===== config.mk =====
export PLATFORM = sky130hd
export DESIGN_NAME = mii_elastic_buff
export DESIGN_NICKNAME = d
export VERILOG_FILES = /design/src/rtl/mii_elastic_buff.sv
export SDC_FILE = /design/constraint.sdc
export NUM_CORES = 1
export LEC_CHECK = 0
export ABC_CLOCK_PERIOD_IN_PS = 4600
export CELL_PAD_IN_SITES_DETAIL_PLACEMENT = 1
export CELL_PAD_IN_SITES_GLOBAL_PLACEMENT = 2
export CORE_MARGIN = 5
export CORE_UTILIZATION = 40
export CTS_BUF_LIST = sky130_fd_sc_hd__clkbuf_4 sky130_fd_sc_hd__clkbuf_8
export DETAILED_ROUTE_END_ITERATION = 8
export GPL_TIMING_DRIVEN = 0
export PLACE_DENSITY_LB_ADDON = 0.1
export SYNTH_ARGS = -nofsm -noshare
export SYNTH_HDL_FRONTEND = slang
export SYNTH_SLANG_ARGS = --single-unit

===== constraint.sdc =====
create_clock -name SysClk -period 4.6 [get_ports SysClk]
set_input_delay 1.15 -clock SysClk [delete_from_list [all_inputs] [get_ports SysClk]]
set_output_delay 1.15 -clock SysClk [all_outputs]
set_load 0.01 [all_outputs]

===== src/rtl/mii_elastic_buff.sv =====
// Single-clock elastic buffer for MII byte/nibble streams with independent read/write strobes.
// Frames are released at a fill threshold; overflow drops the rest of a frame, underflow aborts it.
module mii_elastic_buff #(
    parameter int TCo_C        = 1,
    parameter int DataWidth_C  = 8,
    parameter int DataDepth_C  = 16,
    parameter int StartLevel_C = DataDepth_C / 2
) (
    input  logic                         SysClk,
    input  logic                         Reset_N,
    input  logic                         InMiiClkEn,
    input  logic                         InMiiDataEn,
    input  logic [DataWidth_C-1:0]       InMiiData,
    input  logic                         OutMiiClkEn,
    output logic                         OutMiiDataEn,
    output logic [DataWidth_C-1:0]       OutMiiData,
    output logic                         OutMiiErr,
    output logic [$clog2(DataDepth_C):0] BuffLevel,
    output logic                         OverflowPls,
    output logic                         UnderflowPls,
    output logic [15:0]                  DropFrameCnt
);
    localparam int AW = $clog2(DataDepth_C);
    localparam logic [AW:0] FULL_LVL  = (AW+1)'(DataDepth_C);
    localparam logic [AW:0] START_LVL = (AW+1)'(StartLevel_C);

    localparam logic [1:0] ST_IDLE  = 2'd0;
    localparam logic [1:0] ST_SEND  = 2'd1;
    localparam logic [1:0] ST_ABORT = 2'd2;

    // TCo_C only shapes simulation clock-to-out; the registers here switch with zero delay.
    if (TCo_C < 0) begin : g_tco_unused
    end

    logic [DataWidth_C:0]   mem_q [DataDepth_C];
    logic [AW:0]            wr_ptr_q, wr_ptr_d, rd_ptr_q, rd_ptr_d, level;
    logic                   in_frame_q, in_frame_d, drop_q, drop_d;
    logic [15:0]            drop_cnt_q, drop_cnt_d;
    logic [1:0]             state_q, state_d;
    logic                   out_en_q, out_en_d, out_err_q, out_err_d;
    logic [DataWidth_C-1:0] out_data_q, out_data_d;
    logic                   ovf_q, unf_q, unf_d;
    logic                   empty, full, wr_req, wr_drop, wr_en, rd_en, head_sof;
    logic [DataWidth_C:0]   head;

    assign level    = wr_ptr_q - rd_ptr_q;
    assign full     = (level == FULL_LVL);
    assign empty    = (level == '0);
    assign head     = mem_q[rd_ptr_q[AW-1:0]];
    assign head_sof = head[DataWidth_C];
    assign wr_req   = InMiiClkEn & InMiiDataEn;
    // Fullness comes from pre-edge registers, so a same-cycle read never rescues a write.
    assign wr_drop  = wr_req & (full | drop_q);
    assign wr_en    = wr_req & ~wr_drop;

    always_comb begin
        in_frame_d = in_frame_q;
        drop_d     = drop_q;
        drop_cnt_d = drop_cnt_q;
        if (InMiiClkEn) begin
            in_frame_d = InMiiDataEn;
            if (!InMiiDataEn) begin
                drop_d = 1'b0;
            end else if (wr_drop) begin
                drop_d = 1'b1;
            end
        end
        if (wr_drop && !drop_q && drop_cnt_q != '1) begin
            drop_cnt_d = drop_cnt_q + 16'd1;
        end
        wr_ptr_d = wr_ptr_q + (AW+1)'(wr_en);
    end

    always_comb begin
        state_d    = state_q;
        out_en_d   = out_en_q;
        out_err_d  = out_err_q;
        out_data_d = out_data_q;
        rd_en      = 1'b0;
        unf_d      = 1'b0;
        if (OutMiiClkEn) begin
            case (state_q)
                ST_IDLE: begin
                    out_en_d  = 1'b0;
                    out_err_d = 1'b0;
                    if (level >= START_LVL || (!empty && !in_frame_q)) begin
                        rd_en      = 1'b1;
                        out_en_d   = 1'b1;
                        out_data_d = head[DataWidth_C-1:0];
                        state_d    = ST_SEND;
                    end
                end
                ST_SEND: begin
                    out_err_d = 1'b0;
                    if (!empty && !head_sof) begin
                        rd_en      = 1'b1;
                        out_en_d   = 1'b1;
                        out_data_d = head[DataWidth_C-1:0];
                    end else if (!empty || !in_frame_q) begin
                        out_en_d = 1'b0;
                        state_d  = ST_IDLE;
                    end else begin
                        out_en_d   = 1'b1;
                        out_err_d  = 1'b1;
                        out_data_d = '0;
                        unf_d      = 1'b1;
                        state_d    = ST_ABORT;
                    end
                end
                ST_ABORT: begin
                    out_en_d  = 1'b0;
                    out_err_d = 1'b0;
                    if (!empty && !head_sof) begin
                        rd_en = 1'b1;
                    end else if (!empty || !in_frame_q) begin
                        state_d = ST_IDLE;
                    end
                end
                default: state_d = ST_IDLE;
            endcase
        end
        rd_ptr_d = rd_ptr_q + (AW+1)'(rd_en);
    end

    always_ff @(posedge SysClk) begin
        if (wr_en) begin
            mem_q[wr_ptr_q[AW-1:0]] <= {~in_frame_q, InMiiData};
        end
    end

    always_ff @(posedge SysClk or negedge Reset_N) begin
        if (!Reset_N) begin
            wr_ptr_q   <= '0;
            rd_ptr_q   <= '0;
            in_frame_q <= 1'b0;
            drop_q     <= 1'b0;
            drop_cnt_q <= '0;
            state_q    <= ST_IDLE;
            out_en_q   <= 1'b0;
            out_err_q  <= 1'b0;
            out_data_q <= '0;
            ovf_q      <= 1'b0;
            unf_q      <= 1'b0;
        end else begin
            wr_ptr_q   <= wr_ptr_d;
            rd_ptr_q   <= rd_ptr_d;
            in_frame_q <= in_frame_d;
            drop_q     <= drop_d;
            drop_cnt_q <= drop_cnt_d;
            state_q    <= state_d;
            out_en_q   <= out_en_d;
            out_err_q  <= out_err_d;
            out_data_q <= out_data_d;
            ovf_q      <= wr_drop;
            unf_q      <= unf_d;
        end
    end

    assign OutMiiDataEn = out_en_q;
    assign OutMiiData   = out_data_q;
    assign OutMiiErr    = out_err_q;
    assign BuffLevel    = level;
    assign OverflowPls  = ovf_q;
    assign UnderflowPls = unf_q;
    assign DropFrameCnt = drop_cnt_q;

endmodule


# --- Word-level counts from Yosys, hierarchy flattened ---
# Memories as Yosys holds them, arrays and structs flattened.
# Index checks and enable logic that the tools add are counted.
totals:
  regBits: 42
  out_inout_bits: 33
  n_memories: 1
  ram_bits: 144
  input_bits: 13
  elab_cells: 80
mem_list:
  columns: ["name", "depth", "width", "rd", "rd_ports_with_merged_regs", "wr", "line_no", "rtl"]
  rows:
  - ["mem_q", 16, 9, 1, 0, 1, "35", "logic [DataWidth_C:0] mem_q [DataDepth_C];"]
op_classes:
  addsub: 4
  mux: 25
  order_cmp: 1
  n_reduce_logical: 22
  bitwise: 6
  n_eq_ne: 10
op_table:
  columns: ["op", "n"]
  rows:
  - ["8-bit 2-to-1 mux", 3]
  - ["16-bit by 1-bit adder with 16-bit output (second input constant)", 1]
  - ["16-bit != test (second input constant)", 1]
  - ["8-bit one-hot mux with 2 select lines", 1]
  - ["1-bit 2-to-1 mux", 12]
  - ["5-bit by 1-bit adder with 5-bit output", 2]
  - ["2-bit 2-to-1 mux", 5]
  - ["2-bit != test (second input constant)", 4]
  - ["2-bit one-hot mux with 3 select lines", 1]
  - ["2-bit AND reduction", 3]
  - ["5-bit == test (second input constant)", 1]
  - ["5-bit by 4-bit >= comparator with 1-bit output (second input constant)", 1]
  - ["5-bit zero test", 1]
  - ["5-bit AND reduction", 1]
  - ["5-bit subtractor", 1]
  - ["1-bit logical AND", 4]
  - ["1-bit zero test", 4]
  - ["1-bit one-hot mux with 2 select lines", 2]
  - ["4-bit AND reduction", 1]
  - ["2-bit nonzero test", 2]
  - ["2-bit OR reduction", 2]
  - ["1-bit AND", 3]
  - ["3-bit != test (second input constant)", 1]
  - ["1-bit one-hot mux with 3 select lines", 1]
  - ["8 further kinds", 10]

# --- Depth between registers and ports, before layout ---
# Gate-level depths: netlist of the first run.
logic_depth:
  depth_word: 9
  ltp_mapped: 14
  depth_no_buf: 13

# --- Worst setup path after synthesis of the first run ---
# OpenSTA, ideal clock, no wires.
synth_path:
  path_type: "flip-flop to flip-flop"
  start: "register wr_ptr_q[0]"
  end: "memory mem_q[0][0] in the netlist's numbering, enable pin"
  synth_period_minus_slack_ps: 3289
  path_stages_with_launch: 11
  t_required_ps: 4213
  t_arrival_ps: 2902
  setup_slack_ps: 1311
  n_path_buf: 0
  setup_ps: 387
  cell_sequence: "dfrtp_1 > inv_1 > ha_1 > fa_1 > nand2b_1 > a21oi_1 > xor2_2 > inv_2 > a31oi_2 > nand3_1 > nor3_1"
synth_between:
  elab_chain_len: 8
synth_lines:
  columns: ["element", "line_no", "rtl"]
  rows:
  - ["start, declared", "36", "logic [AW:0] wr_ptr_q, wr_ptr_d, rd_ptr_q, rd_ptr_d, level;"]
  - ["start signal, assigned", "145", "wr_ptr_q <= wr_ptr_d;"]
  - ["5-bit subtractor", "46", "assign level = wr_ptr_q - rd_ptr_q;"]
  - ["via BuffLevel[4]", "18", "output logic [$clog2(DataDepth_C):0] BuffLevel,"]
  - ["5-bit == test", "47", "assign full = (level == FULL_LVL);"]
  - ["1-bit OR", "53", "assign wr_drop = wr_req & (full | drop_q);"]
  - ["1-bit AND", "53", null]
  - ["1-bit inverter", "54", "assign wr_en = wr_req & ~wr_drop;"]
  - ["1-bit AND", "54", null]
  - ["1-bit 2-to-1 mux", "126", "if (wr_en) begin"]
  - ["1-bit 2-to-1 mux (implied by the code)", "127", "mem_q[wr_ptr_q[AW-1:0]] <= {~in_frame_q, InMiiData};"]
  - ["end, declared", "35", null]
# The timed path passes the listed nets, and every way through them passes these cells.

# --- Worst setup path after layout of the first run ---
layout_path:
  start: "register wr_ptr_q[0]"
  end: "output port BuffLevel[4]"
layout_between:
  elab_chain_len: 1
layout_lines:
  columns: ["element", "line_no"]
  rows:
  - ["5-bit subtractor", "46"]
  - ["end, declared", "18"]
# No other way between the ends.

==> results of run 1 <==
[final timing paths]
check / startpoint / end / slack, ns / depth (start not counted)
max in group asynchronous: Reset_N / OutMiiData[3]$_DFFE_PN0P_ / 3.47 / 2
min in group asynchronous: Reset_N / rd_ptr_q[1]$_DFF_PN0_ / 0.61 / 1
worst max-delay path: wr_ptr_q[0]$_DFF_PN0_ / BuffLevel[4] / 0.22 / 8
worst min-delay path: DropFrameCnt[14]$_DFFE_PN0P_ / DropFrameCnt[14]$_DFFE_PN0P_ / 0.49 / 1
worst max register to register: wr_ptr_q[0]$_DFF_PN0_ / mem_q[8][3]$_DFFE_PP_ / 0.42 / 10
worst min register to register: DropFrameCnt[14]$_DFFE_PN0P_ / DropFrameCnt[14]$_DFFE_PN0P_ / 0.49 / 1
[routing by layer]
layer,part of all wire (%),up-vias,GRT usage (%)
met2,49,72,26.7
met1,46,2127,21.1
met3,3.7,13,4.31
met4,1.4,0,4.16
li1,-,1823,-
met5,0,-,0
[through the flow]
stage	util, %	worst slack [ns]
5_1_grt	47.6	0.0776
6_report	47.6	0.216
4_1_cts	47.6	0.167
3_5_place_dp	45.3	0.402
2_1_floorplan	-	1.31
3_3_place_gp	45.1	0.111
[layout by cell type (no fill, tap or decap), types with 4 or more instances in the layout]
| cell type | netlist | final |
|---|---|---|
| and3_1 | 5 | 5 |
| a21oi_1 | 4 | 4 |
| nor3_1 | 11 | 7 |
| clkbuf_8 | 0 | 17 |
| clkinv_4 | 0 | 4 |
| edfxtp_1 | 144 | 144 |
| inv_1 | 28 | 28 |
| clkdlybuf4s50_1 | 0 | 44 |
| buf_2 | 6 | 7 |
| nor3_2 | 0 | 4 |
| clkbuf_1 | 6 | 6 |
| nand2b_1 | 4 | 4 |
| nand3_1 | 11 | 11 |
| nand2_1 | 8 | 8 |
| nor2_1 | 25 | 25 |
| dfrtp_1 | 42 | 42 |
| ha_1 | 13 | 13 |
| inv_8 | 0 | 5 |
| o211ai_1 | 4 | 4 |
| mux4_2 | 43 | 43 |
| o2bb2ai_1 | 9 | 9 |
| xnor2_1 | 9 | 9 |
| xor2_1 | 14 | 14 |
[sequential cells by signal, indices dropped and copies added, names as in the netlist]
signal        flops
OutMiiDataEn      1
UnderflowPls      1
OutMiiErr         1
state_q           2
in_frame_q        1
rd_ptr_q          5
OverflowPls       1
DropFrameCnt     16
mem_q           144
drop_q            1
wr_ptr_q          5
OutMiiData        8
[synth_stat cells (5+ instances only)]
cell type	instances	area [sq um]
edfxtp_1	144	4320
mux4_2	43	968
dfrtp_1	42	1050
inv_1	28	105
nor2_1	25	93.8
xor2_1	14	123
ha_1	13	163
nand3_1	11	55.1
nor3_1	11	55.1
o2bb2ai_1	9	78.8
xnor2_1	9	78.8
nand2_1	8	30.0
buf_2	6	30.0
clkbuf_1	6	22.5
and3_1	5	31.3
[critical path: stages (launching register included)]
cell	delay [ns]
dfrtp_1	0.41
inv_1	0.11
ha_1	0.23
fa_1	0.40
nand2b_1	0.16
a21oi_1	0.20
xor2_2	0.49
inv_2	0.21
clkdlybuf4s50_1	0.55
[power groups by stage]
stage | Sequential, uW | Combinational [uW] | Clock (uW)
after floorplan | 2130 | 1460 | 0
after global placement | 2130 | 2240 | 0
after detailed placement | 2140 | 2280 | 0
after CTS | 2100 | 2290 | 1200
after global routing | 2120 | 2450 | 1280
final | 2100 | 2250 | 1160
[logic make-up (layout without fill, tap and decap cells)]
logic type | after synthesis | in the layout
flip-flops | 186 | 186
AND/OR/NAND/NOR | 79 | 79
multiplexers | 47 | 47
buffers and inverters | 45 | 123
AO/OA/AOI/OAI | 40 | 40
XOR/XNOR | 24 | 24
adder cells (fa/ha/maj) | 14 | 14
[final cells by class]
type	count	share of cell area (%)
Buffer	16	0.961
Clock buffer	17	2.60
Clock inverter	15	2.24
Inverter	29	1.21
Multi-Input combinational cell	204	24.4
Sequential cell	186	59.8
Tap cell	260	3.62
Timing Repair Buffer	46	5.18
==> key figures, run 1 <==
Timing
  • Final Hold Viols: 0
  • Worst hold slack: 0.492 ns
  • Crit share post-route: 95.3%
  • Slew HR: 21.0%
  • Max Clock Skew: 0.0243 ns
  • Final setup TNS: 0 ns
  • Maximum clock frequency: 228 MHz
  • RSZ-0062 raised after global routing: no
  • Fin crit period: 4.38 ns
  • Final setup fails: 0
  • Final Max Slew Viols: 0
  • Worst slew pin tran: 1.18 ns

Final layout
  • Seq. cell area: 5380 sq um
  • Non-filler cells, final: 773
  • Multi-input gate area: 2190 sq um
  • # fillers: 1,796
  • # diodes: 0
  • Fin nets: 527
  • Layout cells sized above 1: 20.1%
  • P&R area growth vs syn: 16.1%
  • Final Cell Area: 8990 sq um

Clocking
  • Insertion delay of the later-clocked pin in the worst-skew pair: 0.46 ns
  • CTS buffer count: 17
  • Num Clock Sinks: 186
  • CTS tree: built
  • Cells resized by post-CTS repair: 0
  • CTS hold repair buffers: 0
  • Post-CTS Repair Setup Buffers: 0
  • Clock transition at the registers of the reported paths: 0.12 ns
  • CTS root buf: clkbuf_8
  • H-tree lvl count: 4
  • CTS max path bufs: 2

Place
  • Placed insts: 741
  • Area of placed instances: 8550 sq um
  • Post-DP HPWL: 11,900 microns
  • GP Congestion: 0.724
  • Port bufs: 45

Power
  • P_sw: 2000 uW
  • Clk pwr share: 21.1%
  • Sw Ratio: 36.4%
  • Combinational Power Share: 40.8%
  • Leak Pwr: 0.00320 uW
  • P_int: 3500 uW
  • Flop pwr share: 38.1%
  • PD cells: 612 nW/um^2
  • Worst VDD drop: 0.000222 V
  • Overall power: 5500 uW

Worst setup path
  • Worst EP required: 3.45 ns
  • Setup CP Type: register to primary output
  • Crit start category: register
  • CP Capture Type: primary output
  • CP arrival: 3.23 ns
  • CP Max Fanout: 7

Yosys
  • EDFF count, synth: 144
  • Synth cell types: 56
  • Async set-reset flop share out of synthesis: 22.6%
  • Register area share after synthesis: 69.4%
  • Syn Inst Count: 435
  • Area of the mapped netlist: 7740 sq um
  • Seq cells post-synth: 186
  • Compound-gate portion of the synthesized area: 4.56%
  • Post-Syn Nets: 462
  • XOR/XNOR Fraction of Synth Area: 2.81%
  • Largest family of logic cells by synthesized area: multiplexers
  • Adder-cell share of the synthesized area: 2.36%
  • Multiplexer share of the synthesized area: 13.1%
  • Synth Flop Type: edfxtp_1
  • Post-Synth Simple-Gate Area: 5.25%
  • Average size of a mapped cell: 17.8 sq um
  • Synth warn: 0

Floorplanning
  • Die Y: 149 microns
  • Starting density of the core: 41.0%
  • Width of the die: 149 microns
  • Row count: 50
  • Area of the core: 18,900 sq um
  • Die ar.: 22,200 sq um
  • I/O pin cnt: 46

Routing
  • DRC Markers: 0
  • DRT antenna net count: 0
  • Vias per inst: 5.22
  • 1st-pass router iterations: 4
  • DR iter-0 viols: 185
  • Wire per inst: 21.7 microns
  • Via count: 4,035
  • Total Wirelength: 16,800 microns

Global routing
  • Gr usage total: 16.1%
  • GRT overflow: 0
  • First-pass GRT wire length: 26,400 microns
  • Initial antenna violation count: 0
  • Vias in the first global route: 4,403
  • Pin count of the biggest net entering global routing: 27

Status
  • Outcome: complete, no violations

Hold path
  • Hold/Removal Path Class: register to register

Flow run
  • Max cap viols: 0
No activity file was read; power rests on OpenSTA's default activity.
==> inputs of run 2 (changes only) <==
- CORE_UTILIZATION: 40 -> 30
==> run 2 against run 1 <==
- final area grew 0.99%
- sequential cell count stayed put
- hold slack gained 0.0050 ns
- critical path depth stayed put
- sequential share of layout area fell by 0.59 points
- critical path type unchanged
- critical endpoint unchanged
- highest routed layer unchanged
==> key figures, run 2 (synthesized netlist as in run 1, its figures left out) <==
Status
  • Outcome: complete, no violations

Worst setup path
  • Setup CP Type: register to primary output
  • Worst EP required: 3.45 ns (about the same)
  • Worst reg2reg path depth: 10 (unchanged)
  • Flop-to-flop setup slack: 0.56 ns (+0.14 ns)
  • Buf+Inv Stages, Crit Path: 3 (unchanged)
  • Cell family with most CP delay: buffers and inverters
  • CP Depth: 8 (unchanged)
  • Slowest CP cell: clkdlybuf4s50_1
  • Crit-path cells: inv_1, ha_1, fa_1, nand2b_1, a21oi_1, xor2_2, inv_2, clkdlybuf4s50_1
  • Crit start category: register
  • Critical Path Max Stage Delay: 0.52 ns (-0.03 ns)
  • Crit path launch: wr_ptr_q[0]$_DFF_PN0_
  • Worst r2r src: wr_ptr_q[0]$_DFF_PN0_
  • CP arrival: 3.07 ns (-0.16 ns)
  • CP Capture Type: primary output
  • Worst r2r dst: mem_q[9][2]$_DFFE_PP_
  • CP Max Fanout: 7 (unchanged)
  • CP endpoint: BuffLevel[4]

Place
  • Port bufs: 45 (unchanged)
  • GP Congestion: 0.738 (+1.9%)
  • Post-DP HPWL: 12,600 microns (+5.5%)
  • Place WS: 0.418 ns (+0.0168 ns)

Clocking
  • H-tree lvl count: 4 (unchanged)
  • CTS max path bufs: 2 (unchanged)
  • Post-CTS Repair Setup Buffers: 0 (unchanged)
  • CTS tree: built
  • CTS root buf: clkbuf_8
  • CTS hold repair buffers: 0 (unchanged)
  • Insertion delay of the later-clocked pin in the worst-skew pair: 0.46 ns (about the same)
  • Num Clock Sinks: 186 (unchanged)
  • Cells resized by post-CTS repair: 0 (unchanged)
  • Clock transition at the registers of the reported paths: 0.11 ns (about the same)
  • CTS buffer count: 17 (unchanged)

Hold path
  • Hold Path Origin: DropFrameCnt[11]$_DFFE_PN0P_
  • Hold/Removal Path Class: register to register

Final layout
  • # diodes: 0 (unchanged)
  • Most common cell after layout, fill and taps aside: edfxtp_1
  • Most frequent cells in the layout: 144 x edfxtp_1, 44 x clkdlybuf4s50_1, 43 x mux4_2, 42 x dfrtp_1, 28 x inv_1
  • Fin nets: 529 (+0.38%)
  • Fin util: 35.8% (-12 points)
  • Layout cells sized above 1: 20.4% (+0.31 points)
  • P&R area growth vs syn: 17.2%
  • Flip-flop count of the largest register after layout: 144 (unchanged)

Global routing
  • Pin count of the biggest net entering global routing: 26 (-3.7%)
  • GRT overflow: 0 (unchanged)
  • Vias in the first global route: 4,417 (+0.32%)
  • Initial antenna violation count: 0 (unchanged)
  • Gr usage total: 13.0% (-3.1 points)
  • First-pass GRT wire length: 27,600 microns (+4.5%)

Routing
  • 1st-pass router iterations: 4 (unchanged)
  • Vias per inst: 4.78 (-8.5%)
  • DRC Markers: 0 (unchanged)
  • Wire per inst: 21.3 microns (-1.8%)
  • Via count: 4,035 (unchanged)
  • DR iter-0 viols: 341 (+84%)
  • Total Wirelength: 18,000 microns (+7.3%)
  • DRT antenna net count: 0 (unchanged)

Timing
  • Maximum clock frequency: 237 MHz (+3.9%)
  • Crit share post-route: 91.8% (-3.6 points)
  • Final Max Slew Viols: 0 (unchanged)
  • Final setup TNS: 0 ns (unchanged)
  • Worst slew pin tran: 1.20 ns (+0.0225 ns)
  • Final setup fails: 0 (unchanged)
  • Final Hold Viols: 0 (unchanged)
  • Fin crit period: 4.22 ns (-0.164 ns)
  • Slew HR: 19.4% (-1.5 points)
  • Final worst slack: 0.379 ns (+0.164 ns)
  • RSZ-0062 raised after global routing: no
  • Max Clock Skew: 0.0246 ns (+0.000228 ns)

Flow run
  • Max cap viols: 0 (unchanged)

Power
  • Leak Pwr: 0.00321 uW (+0.19%)
  • Worst VDD drop: 0.000218 V (-1.8%)
  • PD cells: 604 nW/um^2 (-1.4%)

Floorplanning
  • I/O pin cnt: 46 (unchanged)
  • Width of the die: 171 microns (+14%)
  • Starting density of the core: 30.6% (-10 points)
  • Row count: 58 (+16%)
  • Die ar.: 29,100 sq um (+31%)
  • Die Y: 171 microns (+14%)
  • Area of the core: 25,300 sq um (+34%)
-- run 2: cell count changes in the layout (fill, tap and decap cells not counted) --
cell and change:
clkinv_4 -2, clkinv_2 +1, inv_8 +2, clkbuf_4 +1, inv_6 -1, bufinv_16 -1
buf_6 +2
-- run 2: worst min-delay path by stage --
stage | endpoint | slack (ns) | cells after the start
floorplan | rd_ptr_q[4]$_DFF_PN0_ | 0.46 | 1
global placement | OutMiiData[5]$_DFFE_PN0P_ | 0.47 | 1
detailed placement | OutMiiData[0]$_DFFE_PN0P_ | 0.48 | 1
CTS | DropFrameCnt[11]$_DFFE_PN0P_ | 0.50 | 1
global route | DropFrameCnt[11]$_DFFE_PN0P_ | 0.52 | 1
finish | DropFrameCnt[11]$_DFFE_PN0P_ | 0.50 | 1
-- run 2: final cells by class --
cell class / instances / area (sq um)
well taps: 330 / 413
fillers: 2534 / 16300
clock inverters: 14 / 173
plain buffers: 16 / 86.3
flip-flops and latches: 186 / 5380
inverters: 29 / 109
repair buffers: 48 / 488
multi-input cells: 204 / 2190
clock buffers: 18 / 241
-- run 2: power by group --
group	total, uW	switching [uW]	internal, uW	leakage [uW]
Clock	1140	665	472	0.000214
Combinational	2250	1260	991	0.00116
Sequential	2100	101	2000	0.00183
-- run 2: per-stage QoR --
| stage | cells | total power, uW | cell area (sq um) | hold WS (ns) |
|---|---|---|---|---|
| global route | 845 | 5840 | 9080 | 0.520 |
| global placement | 810 | 4400 | 8600 | 0.474 |
| CTS | 845 | 5600 | 9080 | 0.501 |
| detailed placement | 813 | 4440 | 8660 | 0.475 |
| floorplan | 435 | 3590 | 7740 | 0.465 |
| finish | 845 | 5480 | 9080 | 0.497 |
-- run 2: routing by layer --
| metal | wire, microns | GRT usage (%) | part of all wire (%) | up-vias |
|---|---|---|---|---|
| li1 | - | - | - | 1826 |
| met1 | 8350 | 18.5 | 46 | 2121 |
| met2 | 8510 | 20.6 | 47 | 79 |
| met3 | 1040 | 2.66 | 5.8 | 9 |
| met4 | 133 | 3.02 | 0.74 | 0 |
| met5 | 0 | 0 | 0 | - |
-- run 2: worst register-to-register path, delay by kind of cell, from the launching register on --
kind / cells / cell delay [ns]
AOI/OAI and AO/OA: 2 / 0.58
and+or+nand+nor: 3 / 1.37
adders and majority gates: 2 / 0.63
xor gates and xnor gates: 1 / 0.40
buffers and inverters: 2 / 0.29
DFF: 1 / 0.40
